**config.mk**
```make
export PLATFORM = sky130hd
export DESIGN_NAME = ccx_ic_router_np
export DESIGN_NICKNAME = d
export VERILOG_FILES = /design/src/rtl/ccx_ic_router_np.sv
export SDC_FILE = /design/constraint.sdc
export NUM_CORES = 1
export LEC_CHECK = 0
export BUFFER_PORTS_ARGS = -buffer_cell sky130_fd_sc_hd__buf_2
export CAP_MARGIN = 20
export CORE_AREA = 5 5 218 220
export DETAILED_ROUTE_END_ITERATION = 8
export DIE_AREA = 0 0 223 225
export PLACE_DENSITY_LB_ADDON = 0.25
export SLEW_MARGIN = 20
export SYNTH_ARGS = -nofsm -noshare
export SYNTH_HDL_FRONTEND = slang
export SYNTH_SLANG_ARGS = --single-unit
```
**constraint.sdc**
```tcl
create_clock -name g_clk -period 5.2 [get_ports g_clk]
set_clock_uncertainty 0.1 [all_clocks]
set_input_delay 0.52 -clock g_clk [delete_from_list [all_inputs] [get_ports g_clk]]
set_output_delay 0.52 -clock g_clk [all_outputs]
set_load 0.02 [all_outputs]
```
**src/rtl/ccx_ic_router_np.sv**
```systemverilog
// Core complex interconnect router: decodes one CPU port onto NP target windows,
// keeps responses in order by only issuing to a new target once all prior ones drained.
module ccx_ic_router_np #(
    parameter int unsigned      AW       = 39,
    parameter int unsigned      DW       = 64,
    parameter int unsigned      TW       = 2,
    parameter int unsigned      NP       = 4,
    parameter int unsigned      MAX_OUT  = 4,
    parameter logic [NP*AW-1:0] MAP_BASE = {39'h0000020000, 39'h7F10000000,
                                            39'h0000010000, 39'h0000000000},
    parameter logic [NP*AW-1:0] MAP_SIZE = {39'h00000000FF, 39'h000FFFFFFF,
                                            39'h000000FFFF, 39'h00000003FF}
) (
    input  logic               g_clk,
    input  logic               g_resetn,
    input  logic               s_req,
    output logic               s_gnt,
    input  logic               s_wen,
    input  logic [DW/8-1:0]    s_strb,
    input  logic [AW-1:0]      s_addr,
    input  logic [DW-1:0]      s_wdata,
    input  logic               s_prv,
    input  logic [TW-1:0]      s_rtype,
    output logic               s_rvalid,
    output logic               s_err,
    output logic [DW-1:0]      s_rdata,
    output logic [NP-1:0]      m_req,
    input  logic [NP-1:0]      m_gnt,
    output logic               m_wen,
    output logic [DW/8-1:0]    m_strb,
    output logic [AW-1:0]      m_addr,
    output logic [DW-1:0]      m_wdata,
    output logic               m_prv,
    output logic [TW-1:0]      m_rtype,
    input  logic [NP-1:0]      m_rvalid,
    input  logic [NP-1:0]      m_err,
    input  logic [NP*DW-1:0]   m_rdata,
    output logic               map_conflict,
    output logic               rsp_unexpected
);

    localparam int unsigned    RW       = $clog2(NP + 1);
    localparam int unsigned    CW       = $clog2(MAX_OUT + 1);
    localparam logic [RW-1:0]  UNMAPPED = RW'(NP);

    logic [CW-1:0] out_cnt_q, out_cnt_d;
    logic [RW-1:0] cur_route_q, cur_route_d;
    logic          unm_pend_q, unm_pend_d;
    logic          map_conflict_q, map_conflict_d;
    logic          rsp_unexpected_q, rsp_unexpected_d;

    logic [NP-1:0] hit;
    logic [RW-1:0] sel;
    logic          mapped;
    logic          multi_hit;
    logic          rt_valid;
    logic [NP-1:0] exp_mask;
    logic          gnt_sel;
    logic          permit;
    logic          accept;

    assign m_wen   = s_wen;
    assign m_strb  = s_strb;
    assign m_addr  = s_addr;
    assign m_wdata = s_wdata;
    assign m_prv   = s_prv;
    assign m_rtype = s_rtype;

    // Scanning downward leaves the lowest-index hit as the selected route.
    always_comb begin
        hit = '0;
        sel = UNMAPPED;
        for (int unsigned i = 0; i < NP; i++) begin
            hit[i] = ((s_addr & ~MAP_SIZE[i*AW +: AW]) == MAP_BASE[i*AW +: AW]);
        end
        for (int unsigned i = NP; i > 0; i--) begin
            if (hit[i-1]) sel = RW'(i - 1);
        end
    end

    assign mapped    = (sel != UNMAPPED);
    assign multi_hit = |(hit & (hit - NP'(1)));
    assign rt_valid  = (out_cnt_q != '0) && (cur_route_q < UNMAPPED);

    always_comb begin
        exp_mask = '0;
        gnt_sel  = 1'b0;
        s_rvalid = 1'b0;
        s_err    = 1'b0;
        s_rdata  = '0;
        for (int unsigned i = 0; i < NP; i++) begin
            exp_mask[i] = rt_valid && (cur_route_q == RW'(i));
            if (exp_mask[i]) begin
                s_rvalid = m_rvalid[i];
                s_err    = m_err[i];
                s_rdata  = m_rdata[i*DW +: DW];
            end
            if (sel == RW'(i)) gnt_sel = m_gnt[i];
        end
        if (unm_pend_q) begin
            s_rvalid = 1'b1;
            s_err    = 1'b1;
            s_rdata  = '0;
        end
    end

    // A response retiring this cycle frees a slot, so a full queue may still
    // accept; a route change only waits for the registered count to reach 0.
    // Reset is folded in so no request leaks out while it is held.
    assign permit = g_resetn
                 && ((out_cnt_q < CW'(MAX_OUT)) || s_rvalid)
                 && ((out_cnt_q == '0) || (sel == cur_route_q));

    always_comb begin
        m_req = '0;
        for (int unsigned i = 0; i < NP; i++) begin
            if (permit && (sel == RW'(i))) m_req[i] = s_req;
        end
    end

    assign s_gnt  = permit && (mapped ? gnt_sel : s_req);
    assign accept = s_req && s_gnt;

    always_comb begin
        cur_route_d      = accept ? sel : cur_route_q;
        out_cnt_d        = out_cnt_q + CW'(accept) - CW'(s_rvalid);
        unm_pend_d       = accept && !mapped;
        map_conflict_d   = map_conflict_q || (s_req && multi_hit);
        rsp_unexpected_d = rsp_unexpected_q || (|(m_rvalid & ~exp_mask));
    end

    always_ff @(posedge g_clk or negedge g_resetn) begin
        if (!g_resetn) begin
            out_cnt_q        <= '0;
            cur_route_q      <= '0;
            unm_pend_q       <= 1'b0;
            map_conflict_q   <= 1'b0;
            rsp_unexpected_q <= 1'b0;
        end else begin
            out_cnt_q        <= out_cnt_d;
            cur_route_q      <= cur_route_d;
            unm_pend_q       <= unm_pend_d;
            map_conflict_q   <= map_conflict_d;
            rsp_unexpected_q <= rsp_unexpected_d;
        end
    end

    assign map_conflict   = map_conflict_q;
    assign rsp_unexpected = rsp_unexpected_q;

endmodule
```
# Yosys cells after proc, flatten, opt, wreduce, memory -nomap -nowiden
# Cells that the tools add are included.
# totals
rom_bits	0
out_inout_bits	188
latch_bits	0
register_bits	9
mem_count	0
mem_bits_rw	0
word_cells	79
# classes
n_div	0
reduce_logical	27
n_eq_ne	11
n_lt_le_gt_ge	2
shift	0
addsub	3
n_mul	0
muxes	28
n_bitwise	3
# ops
op	count
$mux W64	5
$logic_not A39 Y1	1
$eq A31 B10 Y1 const B	1
$eq A23 B1 Y1 const B	1
$mux W1	19
$logic_and A1 B1 Y1	15
$eq A3 B2 Y1 const B	4
$mux W3	4
$eq A11 B11 Y1 const B	1
$logic_not A3 Y1	3
$and A4 B4 Y4	2
$reduce_or A4 Y1	2
$eq A3 B1 Y1 const B	2
$lt A3 B3 Y1 const B	2
$logic_or A1 B1 Y1	4
$not A4 Y4	1
$sub A4 B1 Y4 const B	1
$add A3 B1 Y3	1
$eq A3 B3 Y1	1
$ne A3 B3 Y1 const B	1
$reduce_bool A3 Y1	1
$sub A3 B1 Y3	1
$logic_not A1 Y1	1

# Longest topological paths before layout
# depth
ltp_word	15
depth_mapped	14
ltp_nobuf	13

# Worst setup path after synthesis
# OpenSTA, ideal clock, no wires.
# synth_timing
kind	in2reg
startpoint	input s_addr[34]
endpoint	register out_cnt_q[2]
path_slack_ns	1.808
setup_time_ns	0.080
path_buffers	0
stages	13
required_time_ns	5.020
t_arrival_ns	3.212
cell_sequence	nor4_4 -> nand4_4 -> or4b_4 -> a21oi_4 -> o31ai_4 -> a21oi_4 -> inv_1 -> ha_1 -> inv_1 -> ha_1 -> fa_1 -> xnor2_1 -> xnor2_1
# synth_via
elab_chain_len	15
elab_cells_between_ends	25
# synth_rtl
element	line	source
from (decl)	20	input logic [AW-1:0] s_addr,
$eq A31 B10 Y1	74	hit[i] = ((s_addr & ~MAP_SIZE[i*AW +: AW]) == MAP_BASE[i*AW +: AW]);
$mux W3 (3 in series)	77	if (hit[i-1]) sel = RW'(i - 1);
$mux W3 (*)	77	
$logic_not A3 Y1	98	if (sel == RW'(i)) gnt_sel = m_gnt[i];
$mux W1 (4 in series)	98	
$mux W1	121	assign s_gnt = permit && (mapped ? gnt_sel : s_req);
$logic_and A1 B1 Y1 (*)	121	
$logic_and A1 B1 Y1 (*)	122	assign accept = s_req && s_gnt;
$add A3 B1 Y3 (*)	126	out_cnt_d = out_cnt_q + CW'(accept) - CW'(s_rvalid);
$sub A3 B1 Y3 (*)	126	
net out_cnt_d[2]	46	logic [CW-1:0] out_cnt_q, out_cnt_d;
to (signal assigned)	140	out_cnt_q <= out_cnt_d;
to (decl)	46	
# Mark *: on every way through the listed nets, which the timed path passes. The rest lies on a longest branch.
# A chain may end at the register's enable or synchronous reset.

# Worst setup path after layout
# layout_timing
startpoint	input s_addr[29]
endpoint	register out_cnt_q[2]
# The elaborated chain is that of the path after synthesis.

==> flow_summary_export.csv <==
group,metric,value,unit
power,power,0.409,mW
cells_and_area,layout_commonest_cell,"buf_2",
setup_path,reg2reg_depth,13,
cells_and_area,multi_input_area,0.00254,sq mm
setup_path,critPathTopFamily,"simple AND/OR/NAND/NOR gates",
route,drc,0,
timing,grt_setup_unrepaired,"no",
setup_path,r2r-start,"cur_route_q[1]",
route,wl,23200,microns
cts,cts_setup_buffers,0,
die,die_area,0.0502,sq mm
synth,ys_ff_latch,9,
cts,tritoncts,"yes",
setup_path,path_buf_inv,3,
cts,hold_buffers,0,
route,first_pass_iters,5,
route,drt_iter0_markers,135,
timing,whs,49.3,ps
timing,fin_crit_sh,70.5,%
timing,finalSetupViolCount,0,
synth,synthCells,436,
route,vias,4567,
cts,cts-resized-gates,0,
synth,yosysWarnings,0,
cells_and_area,nNetsFinal,1095,
cells_and_area,n_antenna_cell,0,
cts,clk_pin_slew_worst_paths,40,ps
global_route,antenna_found_initial,3,
power,clkPwrFrac,33.3,%
die,rows,78,
timing,worst_pin_slew,811,ps
setup_path,crit_fanout,8,
cts,cts_buffer_depth,2,
power,sw_frac_of_total,30.2,%
synth,yosys.area.top_type,"mux2i_1",
job,drv_cap,0,
setup_path,cpPeakStageDelay,570,ps
setup_path,crit_path_end_kind,"register",
setup_path,cp-start-kind,"input pin",
synth,synth_cell_types,47,
setup_path,path_class,"in2reg",
power,p_sw,0.124,mW
setup_path,cp.arrival,3720,ps
power,powerDensity,71.2,mW/mm^2
die,die_y,225,microns
global_route,grt_pass1_vias,4754,
setup_path,r2r_end,"out_cnt_q[2]",
cells_and_area,ff_latch_area,229,sq um
power,p_leak,2.57,nW
timing,final_max_slew_viol_count,0,
synth,syn_nets,825,
setup_path,cp_slowest_cell,"or4b_4",
synth,syn_area,0.00380,sq mm
route,final_antenna_net_count,0,
cts,clk_latency,230,ps
die,ios,574,
cells_and_area,final_area,0.00575,sq mm
timing,max_freq,0.273,GHz
timing,hold_viol,0,
cells_and_area,syn2layout_area_growth,51.4,%
place,port_buffers,405,
cells_and_area,fill_cells,5280,
route,viasPerCell,3.50,
setup_path,crit_chain,"buf_2 -> nor3_1 -> nand4_4 -> or4b_4 -> a21oi_4 -> o31ai_4 -> a21oi_4 -> inv_1 -> ha_1 -> inv_1 -> ha_1 -> fa_1 -> xnor2_1 -> xnor2_1",
power,combPwrFrac,49.5,%
cts,cts_buffers,3,
die,die_x,223,microns
cts,cts_root_buffer,"clkbuf_16",
power,p_int,0.286,mW
timing,slew_headroom,46.0,%
route,wl_per_cell,17.8,microns
synth,synthArstFlopShare,100,%
synth,synth.area.top_cells,"mux2i_1, buf_4, a221oi_1, mux4_2, dfrtp_1",
synth,synth_edf_count,0,
run_status,status,"complete, no violations",
cts,clkSinkCount,9,
cells_and_area,drive_above_1_share,64.1,%
synth,ys_seq_area_share,5.93,%
timing,setup_tns,0,ps
cells_and_area,mostFrequentLayoutCells,"buf_2, mux2i_1, a221oi_1, nor2_1",
synth,syn_avg_cell_area,8.71,sq um
die,floorplan.initialDensity,8.42,%
setup_path,critPathRequiredTime,5250,ps
power,power_frac_seq,17.2,%
global_route,grt_max_degree,49,
place,place_area,0.00567,sq mm
place,place_congestion,0.911,
setup_path,r2r_slack,1760,ps
cts,htreeDepth,1,
die,coreArea,0.0451,sq mm
place,hpwl,20500,microns
global_route,grt-ovfl-total,0,
global_route,grt_pass1_wl,31700,microns
synth,synthFlopType,"dfrtp_1",
global_route,grt_usage,8.25,%
synth,yosysTopAreaCellShare,28.7,%
power,ir_worst_vdd,0.0000722,V
timing,period_minus_slack,3660,ps
min_path,hold_path_class,"in2async",
==> power groups by stage <==
stage | clock network (mW) | logic (mW) | registers (mW)
2_1_floorplan | 0 | 0.170 | 0.0713
3_3_place_gp | 0 | 0.202 | 0.0713
3_5_place_dp | 0 | 0.205 | 0.0713
4_1_cts | 0.140 | 0.206 | 0.0703
5_1_grt | 0.146 | 0.224 | 0.0702
6_report | 0.136 | 0.203 | 0.0703
==> through the flow <==
stage / setup WS [ps] / util [%] / std cells
final: 1540 / 12.7 / 1305
after global routing: 1300 / 12.7 / 1305
after CTS: 1440 / 12.7 / 1305
after detailed placement: 1210 / 12.6 / 1301
after global placement: 1270 / 12.6 / 1301
after floorplan: 1810 / - / 436
==> layout make-up <==
cell class              count  area share, %
multi-input cells         269           44.2
repair buffers            415           36.8
well taps                 600           13.1
flip-flops and latches      9           3.98
clock buffers               3           1.31
inverters                   8          0.523
clock inverters             1         0.0871
==> registers in the layout, summed over array words and instances, names as in the netlist <==
| name | cells |
|---|---|
| out_cnt_q | 3 |
| unm_pend_q | 1 |
| cur_route_q | 3 |
| map_conflict | 1 |
| rsp_unexpected | 1 |
==> worst max-delay path by stage <==
stage               slack [ps]  cells after the start      endpoint  startpoint
floorplan                 1810                     13  out_cnt_q[2]  s_addr[34]
global placement          1270                     14  out_cnt_q[2]  s_addr[29]
detailed placement        1210                     14  out_cnt_q[2]  s_addr[29]
CTS                       1440                     14  out_cnt_q[2]  s_addr[29]
global route              1300                     14  out_cnt_q[2]  s_addr[29]
finish                    1540                     14  out_cnt_q[2]  s_addr[29]
==> synthesized netlist by cell type (all sizes together) (3+ instances only) <==
| cell | count |
|---|---|
| nand2 | 8 |
| a21oi | 4 |
| dfrtp | 9 |
| nor2b | 11 |
| a221oi | 54 |
| nor4 | 9 |
| a21o | 3 |
| o21ai | 3 |
| clkbuf | 22 |
| mux2i | 109 |
| nand4 | 4 |
| mux4 | 11 |
| a211oi | 4 |
| nor3 | 9 |
| or3 | 3 |
| nor2 | 12 |
| inv | 8 |
| buf | 128 |
==> cells by family (layout without fill, tap and decap cells) <==
kind of cell / after synthesis / in the layout / synth area share (%)
simple gates: 66 / 66 / 11.7
buf+inv: 158 / 427 / 27.3
xor+xnor: 2 / 2 / 0.462
fa+ha+maj: 3 / 3 / 1.19
mux: 121 / 121 / 35.7
flops: 9 / 9 / 5.93
compound gates: 77 / 77 / 17.8
==> layer usage <==
| metal | vias to the layer above | wire length [microns] | track usage, % | share of wire, % |
|---|---|---|---|---|
| met5 | - | 27 | 0.190 | 0.12 |
| met4 | 4 | 1350 | 2.91 | 5.8 |
| met3 | 50 | 2390 | 2.72 | 10 |
| met2 | 340 | 11500 | 15.4 | 50 |
| met1 | 2078 | 7860 | 8.61 | 34 |
| li1 | 2095 | - | - | - |
Power figures use the tool's default switching activity.
